===== src/rtl/i2s_pkg.sv =====
// ---------------------------------------------------------------------------
// i2s_pkg
// Shared definitions for the I2S master controller:
//   I2S_BITSIZE : default sample width in bits
//   I2S_WORD    : default slot width in sclk cycles (one frame = 2*WORD)
//   i2s_state_e : controller run state (IDLE / RUN)
// ---------------------------------------------------------------------------
package i2s_pkg;

    localparam int I2S_BITSIZE = 24;
    localparam int I2S_WORD    = 32;

    typedef enum logic {
        IDLE = 1'b0,
        RUN  = 1'b1
    } i2s_state_e;

endpackage


===== src/rtl/i2s_master_ctrl_if.sv =====
// ---------------------------------------------------------------------------
// i2s_master_ctrl_if
// Bundles the I2S master's run control, serial pins and sample handshakes.
//   en                 run enable
//   lrclk, sdata_out   word select and serial transmit data (MSB first)
//   sdata_in           serial receive data
//   rx_left/right      last received sample pair, rx_valid strobes on update
//   tx_left/right      sample pair to transmit, tx_valid/tx_ready handshake
//   underrun           sticky empty-at-frame-start flag, underrun_clr clears
// modport master : the controller side; modport slave : the system side.
// ---------------------------------------------------------------------------
interface i2s_master_ctrl_if
    import i2s_pkg::*;
#(
    parameter int BITSIZE = I2S_BITSIZE
);

    logic               en;
    logic               lrclk;
    logic               sdata_out;
    logic               sdata_in;
    logic [BITSIZE-1:0] rx_left;
    logic [BITSIZE-1:0] rx_right;
    logic               rx_valid;
    logic [BITSIZE-1:0] tx_left;
    logic [BITSIZE-1:0] tx_right;
    logic               tx_valid;
    logic               tx_ready;
    logic               underrun;
    logic               underrun_clr;

    modport master (
        input  en, sdata_in, tx_left, tx_right, tx_valid, underrun_clr,
        output lrclk, sdata_out, rx_left, rx_right, rx_valid, tx_ready, underrun
    );

    modport slave (
        output en, sdata_in, tx_left, tx_right, tx_valid, underrun_clr,
        input  lrclk, sdata_out, rx_left, rx_right, rx_valid, tx_ready, underrun
    );

endinterface


===== src/rtl/i2s_frame_counter.sv =====
// ---------------------------------------------------------------------------
// i2s_frame_counter
// Run state, frame bit counter and slot decodes for the I2S master.
//   sclk, rst       clock, synchronous active-low reset
//   i_en            run enable
//   o_lrclk         registered word select, aligned with the current bcnt
//   o_frame_start   this edge is a frame-start load (IDLE->RUN or wrap)
//   o_frame_end     this edge completes a frame (bcnt = 2*WORD-1, running)
//   o_tx_shift      this edge presents the next tx bit on sdata_out
//   o_rx_sample     this edge samples sdata_in (slot position 1..BITSIZE)
// ---------------------------------------------------------------------------
module i2s_frame_counter
    import i2s_pkg::*;
#(
    parameter int WORD    = I2S_WORD,
    parameter int BITSIZE = I2S_BITSIZE
) (
    input  logic sclk,
    input  logic rst,
    input  logic i_en,
    output logic o_lrclk,
    output logic o_frame_start,
    output logic o_frame_end,
    output logic o_tx_shift,
    output logic o_rx_sample
);

    localparam int            CW     = $clog2(2 * WORD);
    localparam logic [CW-1:0] C_LAST = CW'(2 * WORD - 1);
    localparam logic [CW-1:0] C_WORD = CW'(WORD);
    localparam logic [CW-1:0] C_BITS = CW'(BITSIZE);

    i2s_state_e    r_state;
    i2s_state_e    w_state_nxt;
    logic [CW-1:0] r_bcnt;
    logic [CW-1:0] w_bcnt_nxt;
    logic [CW-1:0] w_p;
    logic          r_lrclk;
    logic          w_lrclk_nxt;
    logic          w_run;

    always_comb begin
        // NOTE: every variable gets a default before the case so no path
        // leaves it unassigned, which would otherwise infer a latch.
        w_state_nxt = r_state;
        w_bcnt_nxt  = r_bcnt;
        unique case (r_state)
            IDLE: begin
                if (i_en) begin
                    w_state_nxt = RUN;
                    w_bcnt_nxt  = '0;
                end
            end
            RUN: begin
                if (!i_en) begin
                    w_state_nxt = IDLE;
                    w_bcnt_nxt  = '0;
                end else if (r_bcnt == C_LAST) begin
                    w_bcnt_nxt = '0;
                end else begin
                    w_bcnt_nxt = r_bcnt + CW'(1);
                end
            end
            default: ;
        endcase
        // lrclk is registered from the next count so it lines up with bcnt.
        w_lrclk_nxt = (w_state_nxt == RUN) && (w_bcnt_nxt >= C_WORD);
    end

    always_ff @(posedge sclk) begin
        // NOTE: non-blocking assignments so every register samples the
        // pre-edge values regardless of statement order.
        if (!rst) begin
            r_state <= IDLE;
            r_bcnt  <= '0;
            r_lrclk <= 1'b0;
        end else begin
            r_state <= w_state_nxt;
            r_bcnt  <= w_bcnt_nxt;
            r_lrclk <= w_lrclk_nxt;
        end
    end

    assign w_run = (r_state == RUN);
    assign w_p   = (r_bcnt >= C_WORD) ? (r_bcnt - C_WORD) : r_bcnt;

    assign o_lrclk       = r_lrclk;
    assign o_frame_start = i_en && (!w_run || (r_bcnt == C_LAST));
    assign o_frame_end   = w_run && i_en && (r_bcnt == C_LAST);
    // Shifting at p makes bit p+1 visible during the next cycle; the slot
    // never changes across such an edge because BITSIZE < WORD.
    assign o_tx_shift    = w_run && i_en && (w_p < C_BITS);
    assign o_rx_sample   = w_run && (w_p != '0) && (w_p <= C_BITS);

endmodule


===== src/rtl/i2s_master_ctrl.sv =====
// ---------------------------------------------------------------------------
// i2s_master_ctrl
// I2S master: generates lrclk, shifts a stereo sample pair out on sdata_out
// with the one-bit I2S delay, deserialises sdata_in into rx_left/rx_right,
// and double-buffers transmit samples through a one-deep holding register.
//   sclk  sole clock (posedge)
//   rst   synchronous active-low reset
//   bus   i2s_master_ctrl_if.master (run control, serial pins, handshakes)
// ---------------------------------------------------------------------------
module i2s_master_ctrl
    import i2s_pkg::*;
#(
    parameter int BITSIZE = I2S_BITSIZE,
    parameter int WORD    = I2S_WORD
) (
    input  logic              sclk,
    input  logic              rst,
    i2s_master_ctrl_if.master bus
);

    logic               w_lrclk;
    logic               w_frame_start;
    logic               w_frame_end;
    logic               w_tx_shift;
    logic               w_rx_sample;
    logic               w_tx_accept;

    logic               r_sdata_out;
    logic               r_rx_valid;
    logic               r_hold_full;
    logic               r_underrun;
    logic [BITSIZE-1:0] r_tx_l_sh;
    logic [BITSIZE-1:0] r_tx_r_sh;
    logic [BITSIZE-1:0] r_rx_l_sh;
    logic [BITSIZE-1:0] r_rx_r_sh;
    logic [BITSIZE-1:0] r_rx_left;
    logic [BITSIZE-1:0] r_rx_right;
    logic [BITSIZE-1:0] r_hold_l;
    logic [BITSIZE-1:0] r_hold_r;

    i2s_frame_counter #(
        .WORD    (WORD),
        .BITSIZE (BITSIZE)
    ) u_frame_counter (
        .sclk          (sclk),
        .rst           (rst),
        .i_en          (bus.en),
        .o_lrclk       (w_lrclk),
        .o_frame_start (w_frame_start),
        .o_frame_end   (w_frame_end),
        .o_tx_shift    (w_tx_shift),
        .o_rx_sample   (w_rx_sample)
    );

    // tx_ready is a pure register output, so accept never loops back on tx_valid.
    assign w_tx_accept = bus.tx_valid && !r_hold_full;

    // NOTE: the holding data needs no reset: it is only ever read while
    // r_hold_full is set, and r_hold_full itself is reset.
    always_ff @(posedge sclk) begin
        if (w_tx_accept) begin
            r_hold_l <= bus.tx_left;
            r_hold_r <= bus.tx_right;
        end
    end

    always_ff @(posedge sclk) begin
        if (!rst) begin
            r_sdata_out <= 1'b0;
            r_rx_valid  <= 1'b0;
            r_hold_full <= 1'b0;
            r_underrun  <= 1'b0;
            r_tx_l_sh   <= '0;
            r_tx_r_sh   <= '0;
            r_rx_l_sh   <= '0;
            r_rx_r_sh   <= '0;
            r_rx_left   <= '0;
            r_rx_right  <= '0;
        end else begin
            // Transmit: load at frame start (zeros when starved), else shift.
            r_sdata_out <= 1'b0;
            if (w_frame_start) begin
                r_tx_l_sh <= r_hold_full ? r_hold_l : '0;
                r_tx_r_sh <= r_hold_full ? r_hold_r : '0;
            end else if (w_tx_shift) begin
                if (w_lrclk) begin
                    r_sdata_out <= r_tx_r_sh[BITSIZE-1];
                    r_tx_r_sh   <= r_tx_r_sh << 1;
                end else begin
                    r_sdata_out <= r_tx_l_sh[BITSIZE-1];
                    r_tx_l_sh   <= r_tx_l_sh << 1;
                end
            end

            // Receive: MSB first into the slot's shift register.
            if (w_rx_sample) begin
                if (w_lrclk) begin
                    r_rx_r_sh <= BITSIZE'({r_rx_r_sh, bus.sdata_in});
                end else begin
                    r_rx_l_sh <= BITSIZE'({r_rx_l_sh, bus.sdata_in});
                end
            end

            // Only a completed frame publishes; an abort never reaches here.
            r_rx_valid <= w_frame_end;
            if (w_frame_end) begin
                r_rx_left  <= r_rx_l_sh;
                r_rx_right <= r_rx_r_sh;
            end

            // Accept (only possible when empty) and frame-start drain are exclusive.
            if (w_tx_accept) begin
                r_hold_full <= 1'b1;
            end else if (w_frame_start) begin
                r_hold_full <= 1'b0;
            end

            // A starved frame start wins over a coincident clear.
            if (w_frame_start && !r_hold_full) begin
                r_underrun <= 1'b1;
            end else if (bus.underrun_clr) begin
                r_underrun <= 1'b0;
            end
        end
    end

    assign bus.lrclk     = w_lrclk;
    assign bus.sdata_out = r_sdata_out;
    assign bus.rx_left   = r_rx_left;
    assign bus.rx_right  = r_rx_right;
    assign bus.rx_valid  = r_rx_valid;
    assign bus.tx_ready  = !r_hold_full;
    assign bus.underrun  = r_underrun;

endmodule


===== src/flat_wrapper.sv =====
// flat-port wrapper written by rule: the top's interface ports become plain ports
module i2s_master_ctrl_flat import i2s_pkg::*;
#(
    parameter int BITSIZE = I2S_BITSIZE,
    parameter int WORD    = I2S_WORD
)
  (sclk, rst, bus_en, bus_sdata_in, bus_tx_left, bus_tx_right, bus_tx_valid, bus_underrun_clr, bus_lrclk, bus_sdata_out, bus_rx_left, bus_rx_right, bus_rx_valid, bus_tx_ready, bus_underrun);
  i2s_master_ctrl_if #(.BITSIZE(BITSIZE)) bus_i ();
  input  logic sclk;
  input  logic rst;
  input wire logic [$bits(bus_i.en)-1:0] bus_en;
  input wire logic [$bits(bus_i.sdata_in)-1:0] bus_sdata_in;
  input wire logic [$bits(bus_i.tx_left)-1:0] bus_tx_left;
  input wire logic [$bits(bus_i.tx_right)-1:0] bus_tx_right;
  input wire logic [$bits(bus_i.tx_valid)-1:0] bus_tx_valid;
  input wire logic [$bits(bus_i.underrun_clr)-1:0] bus_underrun_clr;
  output wire logic [$bits(bus_i.lrclk)-1:0] bus_lrclk;
  output wire logic [$bits(bus_i.sdata_out)-1:0] bus_sdata_out;
  output wire logic [$bits(bus_i.rx_left)-1:0] bus_rx_left;
  output wire logic [$bits(bus_i.rx_right)-1:0] bus_rx_right;
  output wire logic [$bits(bus_i.rx_valid)-1:0] bus_rx_valid;
  output wire logic [$bits(bus_i.tx_ready)-1:0] bus_tx_ready;
  output wire logic [$bits(bus_i.underrun)-1:0] bus_underrun;
  assign bus_i.en = bus_en;
  assign bus_i.sdata_in = bus_sdata_in;
  assign bus_i.tx_left = bus_tx_left;
  assign bus_i.tx_right = bus_tx_right;
  assign bus_i.tx_valid = bus_tx_valid;
  assign bus_i.underrun_clr = bus_underrun_clr;
  assign bus_lrclk = bus_i.lrclk;
  assign bus_sdata_out = bus_i.sdata_out;
  assign bus_rx_left = bus_i.rx_left;
  assign bus_rx_right = bus_i.rx_right;
  assign bus_rx_valid = bus_i.rx_valid;
  assign bus_tx_ready = bus_i.tx_ready;
  assign bus_underrun = bus_i.underrun;
  i2s_master_ctrl #(.BITSIZE(BITSIZE), .WORD(WORD)) u_core (.sclk(sclk), .rst(rst), .bus(bus_i));
endmodule

===== config.mk =====
export PLATFORM = sky130hd
export DESIGN_NAME = i2s_master_ctrl_flat
export DESIGN_NICKNAME = d
export VERILOG_FILES = /design/src/rtl/i2s_pkg.sv /design/src/rtl/i2s_master_ctrl_if.sv /design/src/rtl/i2s_frame_counter.sv /design/src/rtl/i2s_master_ctrl.sv /design/src/flat_wrapper.sv
export SDC_FILE = /design/constraint.sdc
export NUM_CORES = 1
export LEC_CHECK = 0
export CORE_ASPECT_RATIO = 1.4
export CORE_MARGIN = 1.5
export CORE_UTILIZATION = 36
export CTS_CLUSTER_SIZE = 12
export DETAILED_ROUTE_END_ITERATION = 10
export SKIP_CTS_REPAIR_TIMING = 1
export SLEW_MARGIN = 10
export SYNTH_ARGS = -nofsm -noshare
export SYNTH_HDL_FRONTEND = slang
export SYNTH_SLANG_ARGS = --single-unit

===== constraint.sdc =====
create_clock -name sclk -period 4.3 [get_ports sclk]
set_input_delay 0.43 -clock sclk [delete_from_list [all_inputs] [get_ports sclk]]
set_output_delay 0.43 -clock sclk [all_outputs]
set_load 0.01 [all_outputs]

Yosys cells after proc, flatten, opt, wreduce, memory -nomap -nowiden
Cells that the tools add are included.

Divide/modulo/power cells: 0. Add/sub/neg operators: 2. Multipliers: 0. $lt $le $gt $ge: 4. Bitwise gates (word level): 4. Muxes and demuxes: 19. Equal/unequal tests: 2. Reduce and logical (&&, ||, !) cells: 22. Shift-type cells: 0.

Operator list (count): 24-bit two-way mux (8); 6-bit two-way mux (4); 6-bit greater-or-equal comparator, second input constant (2); 6-bit one-hot mux with 2 select lines (1); 1-bit logical AND (9); 2-bit AND reduction (4); 2-bit nonzero test (4); 6-bit by 1-bit adder with 6-bit output, second input constant (1); 6-bit == test, second input constant (1); 6-bit by 5-bit less-or-equal comparator with 1-bit output, second input constant (1); 6-bit by 5-bit < comparator with 1-bit output, second input constant (1); 1-bit two-way mux (6); 6-bit nonzero test (1); 6-bit subtractor, second input constant (1); 1-bit inverter (4); 3-bit OR reduction (1); 1-bit logical NOT (2); 2-bit by 1-bit != test with 1-bit output, second input constant (1); 1-bit logical OR (1).

Latch bits: 0. Output and inout port bits: 53. Bits in writable memories: 0. Input bits: 54. Bits in registers: 204. Memory bits (read-only): 0. Memories kept: 0.

Longest topological paths before layout
Gate-level depths: netlist of the first run.

Word-level depth: 6. Depth in mapped cells: 8.

Modules after synthesis
Synthesis of the first run repeated with hierarchy kept, for this count alone.

Cells, all modules: 764. Area total of the unflattened synthesis: 7851.3 um^2.

By module, submodules not included: i2s_master_ctrl (cells an instance 710, area an instance 7405.9 um^2, seq. area each 4404.2 um^2, times used 1); i2s_frame_counter (cells an instance 54, area an instance 445.4 um^2, seq. area each 160.2 um^2, times used 1).

Worst setup path before layout of the first run
OpenSTA, ideal clock, no wires.

Kind: input port to flip-flop. From: input bus_tx_valid. To: register u_core.r_hold_l[0] (enable). Stages: 1. Setup time: 0.459 ns. Setup slack: 1.280 ns. Arrival: 2.561 ns. Path through: nor2b_1.

Cells in the longest elaborated chain, start to end: 1.

Ends and longest elaborated chain: start: declaration (line flat_wrapper.sv:15) `input wire logic [$bits(bus_i.tx_valid)-1:0] bus_tx_valid;`; 1-bit logical AND (line i2s_master_ctrl.sv:56) `assign w_tx_accept = bus.tx_valid && !r_hold_full;`; end signal: assignment (line i2s_master_ctrl.sv:62) `r_hold_l <= bus.tx_left;`; end: declaration (line i2s_master_ctrl.sv:38) `logic [BITSIZE-1:0] r_hold_l;`.

Every way passes these cells. A chain may end at the register's enable or synchronous reset.

Worst setup path in the final report of the first run
From: register u_core.u_frame_counter.r_bcnt[0]. To: register u_core.r_tx_l_sh[18].

Cells in the longest elaborated chain, start to end: 6.

Ends and longest elaborated chain: start: declaration (line i2s_frame_counter.sv:35) `logic [CW-1:0] r_bcnt;`; start signal: assignment (line i2s_frame_counter.sv:79) `r_bcnt <= w_bcnt_nxt;`; 6-bit subtractor / 6-bit greater-or-equal comparator (equally long branches) (line i2s_frame_counter.sv:85) `assign w_p = (r_bcnt >= C_WORD) ? (r_bcnt - C_WORD) : r_bcnt;`; 6-bit two-way mux (line i2s_frame_counter.sv:85); 6-bit by 5-bit < comparator with 1-bit output (line i2s_frame_counter.sv:92) `assign o_tx_shift = w_run && i_en && (w_p < C_BITS);`; 1-bit logical AND (line i2s_frame_counter.sv:92); 2-bit nonzero test (no line); 2-bit AND reduction (no line); end signal: assignment (line i2s_master_ctrl.sv:83) `r_tx_l_sh <= r_hold_full ? r_hold_l : '0;`; end signal: assignment (line i2s_master_ctrl.sv:91) `r_tx_l_sh <= r_tx_l_sh << 1;`; end: declaration (line i2s_master_ctrl.sv:32) `logic [BITSIZE-1:0] r_tx_l_sh;`.

Parallel ways exist; a longest one is shown, timed or not.

==> results by group, run 1 <==
Global routing
  • First-pass GRT wire length: 25.7 mm
  • Initial antenna violation count: 0
  • Grt total ovfl: 0
  • Pin count of the biggest net entering global routing: 96
  • Number of global-route vias before repair: 5339
  • Overall Global Routing Usage: 14.0%

Pwr
  • Leakage Power: 0.00315 uW
  • P_int: 3010 uW
  • VDD IR-drop max: 0.303 mV
  • Sequential power share: 53.5%
  • Sw Share: 20.7%
  • Comb pwr share: 4.0%
  • Clock power share: 42.5%
  • Total power: 3790 uW
  • Psw: 786 uW
  • PD cells: 413 nW/um2

Setup path
  • Reg-to-reg startpoint: u_core.u_frame_counter.r_bcnt[0]
  • R2R setup slack: 2.06 ns
  • Max FO, Critical Path: 20
  • Crit path largest cell delay: 0.65 ns
  • CP Capture Type: flop
  • Crit start category: flop
  • WP data required: 4.73 ns
  • Critical path arrival: 2.67 ns
  • Crit path from: u_core.u_frame_counter.r_bcnt[0]
  • Slowest-stage cell, CP: and2_1
  • Crit path cell chain: ha_1 > nand3_1 > o21ai_1 > buf_4 > and2_1 > a21o_1
  • CP Class: reg -> reg

Place
  • Pre-CTS setup slack: 1.75 ns
  • Post-DP HPWL: 9.08 mm
  • GPL Wtd Cong: 0.760
  • Port Buffers: 106

STA
  • Final Max Slew Viols: 0
  • # setup viols final: 0
  • Setup ws final: 2.06 ns
  • RSZ-0062 raised after global routing: no
  • Slew @ Worst Pin: 1.12 ns
  • Setup Skew: 0.0103 ns
  • Worst slew margin: 25.7%
  • Crit share post-route: 52.2%
  • Setup_tns: 0 ns
  • Fin. Hold Viols: 0
  • Max Clk Rate: 446 MHz
  • Min Tclk post-route: 2.24 ns

Die
  • Initial Util: 36.6%
  • Core area: 20500 um2
  • DIE AREA: 21700 um2
  • Chip height: 174 um
  • Die W: 125 um
  • FP Rows: 62
  • I/O pin count: 107

Min path
  • Hold path start: u_core.r_hold_l[4]
  • Hold WC Path Type: reg -> reg

Cells and area
  • Area growth syn-to-layout: 22.8%
  • Total Nets Final: 905
  • Finished Core Util: 44.9%
  • Ant diodes: 0
  • Share of layout cells above drive strength 1: 5.36%

Logic synthesis
  • Largest cells by area after synthesis: dfxtp_1 (42%), edfxtp_1 (19%), nand3_1 (8.6%), nand2_1 (8.4%), a21oi_1 (3.4%)
  • Async SR Flop Fraction: 0%
  • FF+latch count, synth: 204
  • Yosys warns: 0
  • Yosys top cell area share: 41.7%
  • Mapped Nets: 830
  • Cell Area, Synth: 7490 um2
  • Area leader, netlist: dfxtp_1
  • Synth unique cells: 47
  • Top_reg_cell synth: dfxtp_1
  • Synth Instances: 774
  • Syn avg cell area: 9.67 um2
  • Number of flops mapped to enable cells by yosys: 48
  • Part of the Yosys area used for sequential elements: 61.0%

Clock network
  • CTS buffer count: 21
  • Clock net sink count: 204
  • CTS tree: built
  • Worst-Skew Late Latency: 0.49 ns
  • Clk buf depth: 3
  • Clk slew on worst S/H paths: 0.06 ns
  • CTS root buffer: clkbuf_16
  • H-tree levels: 1

Route
  • Vias after detailed routing: 5573
  • Initial detailed-routing violation count: 396
  • Residual DRC: 0
  • Number of detailed-route iterations in the first pass: 8
  • Per-cell routed wire length: 13.3 um
  • WL final: 14.8 mm
  • Detail-routed via count per cell: 5.00
  • DRT antenna net count: 0

Outcome
  • Outcome: complete, no violations

Flow run
  • Max-cap violations: 0
## path summary, 6_finish.rpt
path | cells past startpoint | to
hold reg to reg | 1 | u_core.r_tx_l_sh[4]
hold / removal | 1 | u_core.r_tx_l_sh[4]
setup reg to reg | 6 | u_core.r_tx_l_sh[18]
setup / recovery | 6 | u_core.r_tx_l_sh[18]
## Yosys cell counts (3+ instances only)
| cell type | instances |
|---|---|
| dfxtp_1 | 156 |
| buf_2 | 23 |
| buf_6 | 4 |
| clkbuf_2 | 4 |
| edfxtp_1 | 48 |
| a22oi_1 | 4 |
| a21oi_1 | 51 |
| buf_4 | 3 |
| clkbuf_1 | 21 |
| a21o_1 | 19 |
| nand3_1 | 128 |
| o21ai_0 | 46 |
| nor3_1 | 4 |
| o21ai_1 | 4 |
| a222oi_1 | 10 |
| nor2_1 | 20 |
| nand2_1 | 167 |
| inv_1 | 4 |
| and2_1 | 3 |
| o22ai_1 | 18 |
## worst max-delay path, delay by kind of cell (launching register included)
| kind | cells | cell delay (ns) |
|---|---|---|
| simple gates | 2 | 0.85 |
| compound gates | 2 | 0.40 |
| fa+ha+maj | 1 | 0.27 |
| flops | 1 | 0.40 |
| buf+inv | 1 | 0.25 |
## flip-flops by register name, indices dropped and copies added (netlist names)
name	count
u_core.bus.rx_left	24
u_core.bus.rx_right	24
u_core.bus.rx_valid	1
u_core.bus.sdata_out	1
u_core.bus.underrun	1
u_core.r_hold_full	1
u_core.r_hold_l	24
u_core.r_hold_r	24
u_core.r_rx_l_sh	24
u_core.r_rx_r_sh	24
u_core.r_tx_l_sh	24
u_core.r_tx_r_sh	24
u_core.u_frame_counter.o_lrclk	1
u_core.u_frame_counter.r_bcnt	6
u_core.u_frame_counter.r_state	1
## power groups by stage
stage,clock [uW],sequential [uW],combinational (uW)
2_1_floorplan,0,2060,86.7
3_3_place_gp,0,2070,155
3_5_place_dp,0,2070,157
4_1_cts,1680,2030,157
5_1_grt,1760,2030,172
6_report,1610,2030,153
## cell type report
| class | instances | area (um2) |
|---|---|---|
| clock buffer | 32 | 587 |
| clock inverter | 1 | 5.00 |
| fill | 2024 | 11300 |
| inverter | 5 | 18.8 |
| multi-input combinational | 502 | 2570 |
| sequential | 204 | 4560 |
| tap | 256 | 320 |
| timing repair buffer | 115 | 1130 |
## cell families (layout without fill, tap and decap cells)
kind of cell | count (synthesis) | count (layout) | share of synthesized area, %
DFF | 204 | 204 | 61.0
xor gates and xnor gates | 2 | 2 | 0.234
buffers and inverters | 68 | 153 | 5.25
adders and majority gates | 2 | 2 | 0.334
AOI/OAI and AO/OA | 164 | 164 | 13.5
and+or+nand+nor | 334 | 334 | 19.7
## per-layer routing
layer  track usage (%)  vias up  routed length (um)
li1                  -     2852                   -
met1              17.6     2588                6460
met2              24.4      111                7420
met3              2.50       22                 639
met4              4.31        0                 248
met5                 0        -                   0
## metrics by stage
step | std cells | cell area, um2 | hold slack [ns]
detailed placement | 1082 | 8600 | 0.429
CTS | 1115 | 9190 | 0.443
finish | 1115 | 9190 | 0.440
global route | 1115 | 9190 | 0.458
global placement | 1082 | 8600 | 0.423
floorplan | 774 | 7490 | 0.419
## cells in the final DEF, fill, tap and decap left out, drive strengths merged, types with 4 or more instances in the layout
cell type / n
nand2: 168
dfxtp: 156
nand3: 129
clkdlybuf4s50: 105
a21oi: 51
o21ai: 50
edfxtp: 48
clkbuf: 32
nor2: 20
a21o: 19
o22ai: 18
a222oi: 10
buf: 10
inv: 5
nor3: 5
a22oi: 4
and2: 4
(Power assumes the default switching activity.)
==> inputs of run 2 (changes only) <==
clock period = 2.2 ns   (was 4.3 ns; I/O delays follow)
==> results by group, run 2 (synthesis gave the netlist of run 1 again) <==
Route
  • Residual DRC: 0
  • Detail-routed via count per cell: 4.94
  • Initial detailed-routing violation count: 405
  • WL final: 14.6 mm
  • Per-cell routed wire length: 13.0 um
  • Vias after detailed routing: 5548
  • Max Used Layer: met4
  • M1 wire length: 6.53 mm
  • Number of detailed-route iterations in the first pass: 6
  • Routed wl met2: 7.19 mm
  • DRT antenna net count: 0
  • Routed length on met3: 570 um

Setup path
  • WP data required: 2.52 ns
  • Crit path from: u_core.u_frame_counter.r_bcnt[0]
  • Reg2reg path depth: 5
  • CP Class: reg -> reg
  • Reg-to-reg startpoint: u_core.u_frame_counter.r_bcnt[0]
  • CP bufs+invs: 1
  • Worst R2R End: u_core.r_rx_r_sh[10]
  • Max FO, Critical Path: 48
  • Crit path largest cell delay: 0.80 ns
  • R2R setup slack: 0.16 ns
  • Critical path arrival: 2.36 ns
  • Slowest-stage cell, CP: o2111ai_4
  • Cell family contributing the most delay on the critical path: compound AO/OA/AOI/OAI gates
  • Crit path cell chain: inv_1 > ha_1 > nor2b_1 > o2111ai_4 > o21ai_0
  • CP Capture Type: flop
  • Crit start category: flop

Die
  • Die W: 125 um
  • Chip height: 174 um
  • DIE AREA: 21700 um2
  • FP Rows: 62
  • Core area: 20500 um2
  • I/O pin count: 107
  • Initial Util: 36.6%

Flow run
  • Max-cap violations: 0

Place
  • Port Buffers: 106
  • Placed cell area: 8730 um2
  • Post-DP HPWL: 9.23 mm
  • GPL Wtd Cong: 0.791
  • Placed insts: 1090
  • Pre-CTS setup slack: 0.0772 ns

Global routing
  • Number of global-route vias before repair: 5082
  • First-pass GRT wire length: 24.7 mm
  • Overall Global Routing Usage: 13.4%
  • Pin count of the biggest net entering global routing: 73
  • Initial antenna violation count: 0
  • Grt total ovfl: 0

Min path
  • Hold endpoint: u_core.r_hold_full
  • Worst hold stages: 3
  • Hold WC Path Type: in -> reg
  • Hold path start: rst

Cells and area
  • Commonest non-fill, non-tap cell in the layout: nand2_1
  • FF+latch area: 4560 um2
  • Fillcell total: 2000
  • Ant diodes: 0
  • Final Instance Count excl. Fillers: 1123
  • Post-route cell area: 9370 um2
  • Share of layout cells above drive strength 1: 6.57%
  • Area growth syn-to-layout: 25.1%
  • Total Nets Final: 913
  • Multi-input gate area: 2570 um2
  • Most frequent cells in the layout: nand2_1 (167), dfxtp_1 (156), nand3_1 (126)

Clock network
  • Clock net sink count: 204
  • CTS buffer count: 21
  • Clk slew on worst S/H paths: 0.06 ns
  • Clk buf depth: 3
  • CTS tree: built
  • H-tree levels: 1
  • CTS root buffer: clkbuf_16
  • Worst-Skew Late Latency: 0.49 ns

STA
  • # setup viols final: 0
  • Final Max Slew Viols: 0
  • Slew @ Worst Pin: 0.985 ns
  • Crit share post-route: 92.6%
  • Min Tclk post-route: 2.04 ns
  • Setup_tns: 0 ns
  • Worst slew margin: 34.3%
  • RSZ-0062 raised after global routing: yes
  • Max Clk Rate: 491 MHz
  • Setup ws final: 0.162 ns
  • Setup Skew: 0.0140 ns
  • Fin. Hold Viols: 0

Pwr
  • Leakage Power: 0.00323 uW
  • VDD IR-drop max: 0.650 mV
  • PD cells: 807 nW/um2

Outcome
  • Outcome: complete, no violations
## run 2: cell types whose count changed in the layout (fill, tap and decap cells not counted), sizes merged
cell and delta:
inv +1, clkinv -1, buf +8
## run 2: tightest hold or removal path, delay by kind of cell
| kind | cells | cell delay (ns) |
|---|---|---|
| compound gates | 1 | 0.11 |
| simple gates | 1 | 0.04 |
| buf+inv | 1 | 0.21 |
## run 2: area by class of cell
type | count | share of cell area, %
Timing Repair Buffer | 123 | 13.5
Multi-Input combinational cell | 502 | 27.5
Clock inverter | 1 | 0.0935
Tap cell | 256 | 3.42
Inverter | 5 | 0.200
Clock buffer | 32 | 6.60
Sequential cell | 204 | 48.7
## run 2: routing by layer
layer	global-route usage [%]	vias to the layer above
li1	-	2874
met1	17.2	2541
met2	23.4	113
met3	1.98	20
met4	4.45	0
met5	0	-
## run 2: worst max-delay path by stage
stage,end,depth (start not counted)
2_1_floorplan,u_core.r_hold_l[0],1
3_3_place_gp,u_core.r_tx_l_sh[23],5
3_5_place_dp,u_core.r_tx_l_sh[23],5
4_1_cts,u_core.r_rx_r_sh[10],5
5_1_grt,u_core.r_rx_r_sh[12],5
6_report,u_core.r_rx_r_sh[10],5
## run 2: power breakdown
part / leakage [uW] / switching [uW] / total (uW) / internal (uW)
Clock: 0.000305 / 1350 / 3280 / 1920
Sequential: 0.00172 / 35.5 / 3970 / 3930
Combinational: 0.00121 / 173 / 320 / 147
## run 2: through the flow
step	total power (uW)	utilization, %	hold slack [ns]
4_1_cts	7690	45.7	0.133
5_1_grt	7880	45.7	0.144
2_1_floorplan	4200	-	0.319
3_5_place_dp	4370	42.6	0.430
3_3_place_gp	4370	42.6	0.425
6_report	7560	45.7	0.151
==> inputs of run 3 (changes only) <==
CORE_ASPECT_RATIO = default   (was 1.4)
==> results by group, run 3 (synthesis gave the netlist of run 1 again) <==
Die
  • Chip height: 147 um
  • Die W: 147 um
  • Initial Util: 36.9%
  • FP Rows: 52
  • Core area: 20300 um2
  • DIE AREA: 21700 um2
  • I/O pin count: 107

Setup path
  • Critical path arrival: 2.37 ns
  • CP dominant cell by count: nand3_1
  • CP Capture Type: flop
  • CP bufs+invs: 1
  • Reg2reg path depth: 6
  • Crit start category: flop
  • Reg-to-reg startpoint: u_core.u_frame_counter.r_bcnt[0]
  • Max FO, Critical Path: 15
  • Slowest-stage cell, CP: o221ai_2
  • Crit path largest cell delay: 0.49 ns
  • WP data required: 2.64 ns
  • R2R setup slack: 0.26 ns
  • Crit path cell chain: ha_1 > and3_1 > o221ai_2 > buf_4 > nand3_1 > nand3_1
  • CP Class: reg -> reg
  • Worst R2R End: u_core.r_tx_r_sh[18]
  • Cell family contributing the most delay on the critical path: compound AO/OA/AOI/OAI gates

Clock network
  • CTS buffer count: 23
  • CTS tree: built
  • Worst-Skew Late Latency: 0.50 ns
  • Clk buf depth: 3
  • CTS root buffer: clkbuf_16
  • Clk slew on worst S/H paths: 0.06 ns
  • Clock net sink count: 204
  • H-tree levels: 1

Global routing
  • Pin count of the biggest net entering global routing: 156
  • Met1 Track Usage GR: 20.0%
  • Initial antenna violation count: 0
  • GR Layer Usage met2: 22.0%
  • Grt total ovfl: 0
  • First-pass GRT wire length: 25.7 mm
  • Overall Global Routing Usage: 14.2%
  • Met3 Usage GRT: 3.07%
  • Number of global-route vias before repair: 5240
  • Busiest grt layer: met2

Cells and area
  • Total Nets Final: 917
  • Post-route cell area: 9460 um2
  • Share of layout cells above drive strength 1: 7.40%
  • Most frequent cells in the layout: nand2_1 (167), dfxtp_1 (156), nand3_1 (127)
  • Area growth syn-to-layout: 26.4%
  • Fillcell total: 1971
  • Commonest non-fill, non-tap cell in the layout: nand2_1
  • Ant diodes: 0

STA
  • # setup viols final: 0
  • Max Clk Rate: 516 MHz
  • Setup_tns: 0 ns
  • RSZ-0062 raised after global routing: no
  • Slew @ Worst Pin: 0.599 ns
  • Fin. Hold Viols: 0
  • Setup Skew: 0.0157 ns
  • Final Max Slew Viols: 0
  • Worst slew margin: 60.1%
  • Crit share post-route: 88.0%
  • Min Tclk post-route: 1.94 ns

Min path
  • Hold endpoint: u_core.bus.rx_valid
  • Worst hold stages: 3
  • Hold path start: rst
  • Hold WC Path Type: in -> reg

Place
  • GPL Wtd Cong: 0.752
  • Placed cell area: 8770 um2
  • Port Buffers: 106
  • Post-DP HPWL: 9.21 mm

Outcome
  • Outcome: complete, no violations

Flow run
  • Max-cap violations: 0

Route
  • Vias after detailed routing: 5616
  • Residual DRC: 0
  • Per-cell routed wire length: 13.2 um
  • Initial detailed-routing violation count: 394
  • DRT antenna net count: 0
  • Number of detailed-route iterations in the first pass: 5
  • WL final: 15.2 mm
  • Detail-routed via count per cell: 4.89

Pwr
  • Leakage Power: 0.00328 uW
  • VDD IR-drop max: 0.565 mV
  • PD cells: 827 nW/um2
[run 3: where the power goes]
part           internal, uW  switching (uW)  total (uW)
Sequential             3930            33.4        3960
Combinational           144             175         320
Clock                  2090            1460        3550
[run 3: final cells by class]
type	instances	area (um2)	area share, %
Multi-Input combinational cell	502	2570	27.1
Clock inverter	9	73.8	0.780
Timing Repair Buffer	125	1280	13.5
Tap cell	270	338	3.57
Sequential cell	204	4560	48.2
Inverter	5	18.8	0.198
Clock buffer	33	623	6.58
[run 3: how the worst max path moves through the flow]
stage,startpoint,slack (ns),end,depth (start not counted)
after floorplan,u_core.r_hold_full,0.18,u_core.r_hold_l[0],1
after detailed placement,bus_en,0.20,u_core.bus.rx_right[6],6
after global placement,bus_en,0.23,u_core.bus.rx_right[6],6
after global routing,u_core.u_frame_counter.r_bcnt[0],0.13,u_core.r_tx_r_sh[14],6
final,u_core.u_frame_counter.r_bcnt[0],0.26,u_core.r_tx_r_sh[18],6
after CTS,u_core.u_frame_counter.r_bcnt[0],0.27,u_core.r_tx_r_sh[18],6
[run 3: per-layer routing]
layer	vias to the layer above	routed length [um]
met5	-	0
met1	2560	7410
met2	140	6810
li1	2899	-
met3	17	749
met4	0	224
[run 3: worst min-delay path: cells and delay by family]
family	cells	cell delay (ns)
buffers and inverters	2	0.29
and+or+nand+nor	1	0.14
[run 3: stage by stage]
stage	hold slack [ns]	setup slack, ns	instances	total power, uW	utilization, %
global route	0.240	0.129	1148	8150	46.6
floorplan	0.319	0.180	774	4200	-
finish	0.189	0.263	1148	7830	46.6
detailed placement	0.430	0.199	1106	4370	43.2
CTS	0.186	0.273	1148	7940	46.6
global placement	0.425	0.230	1106	4360	43.2
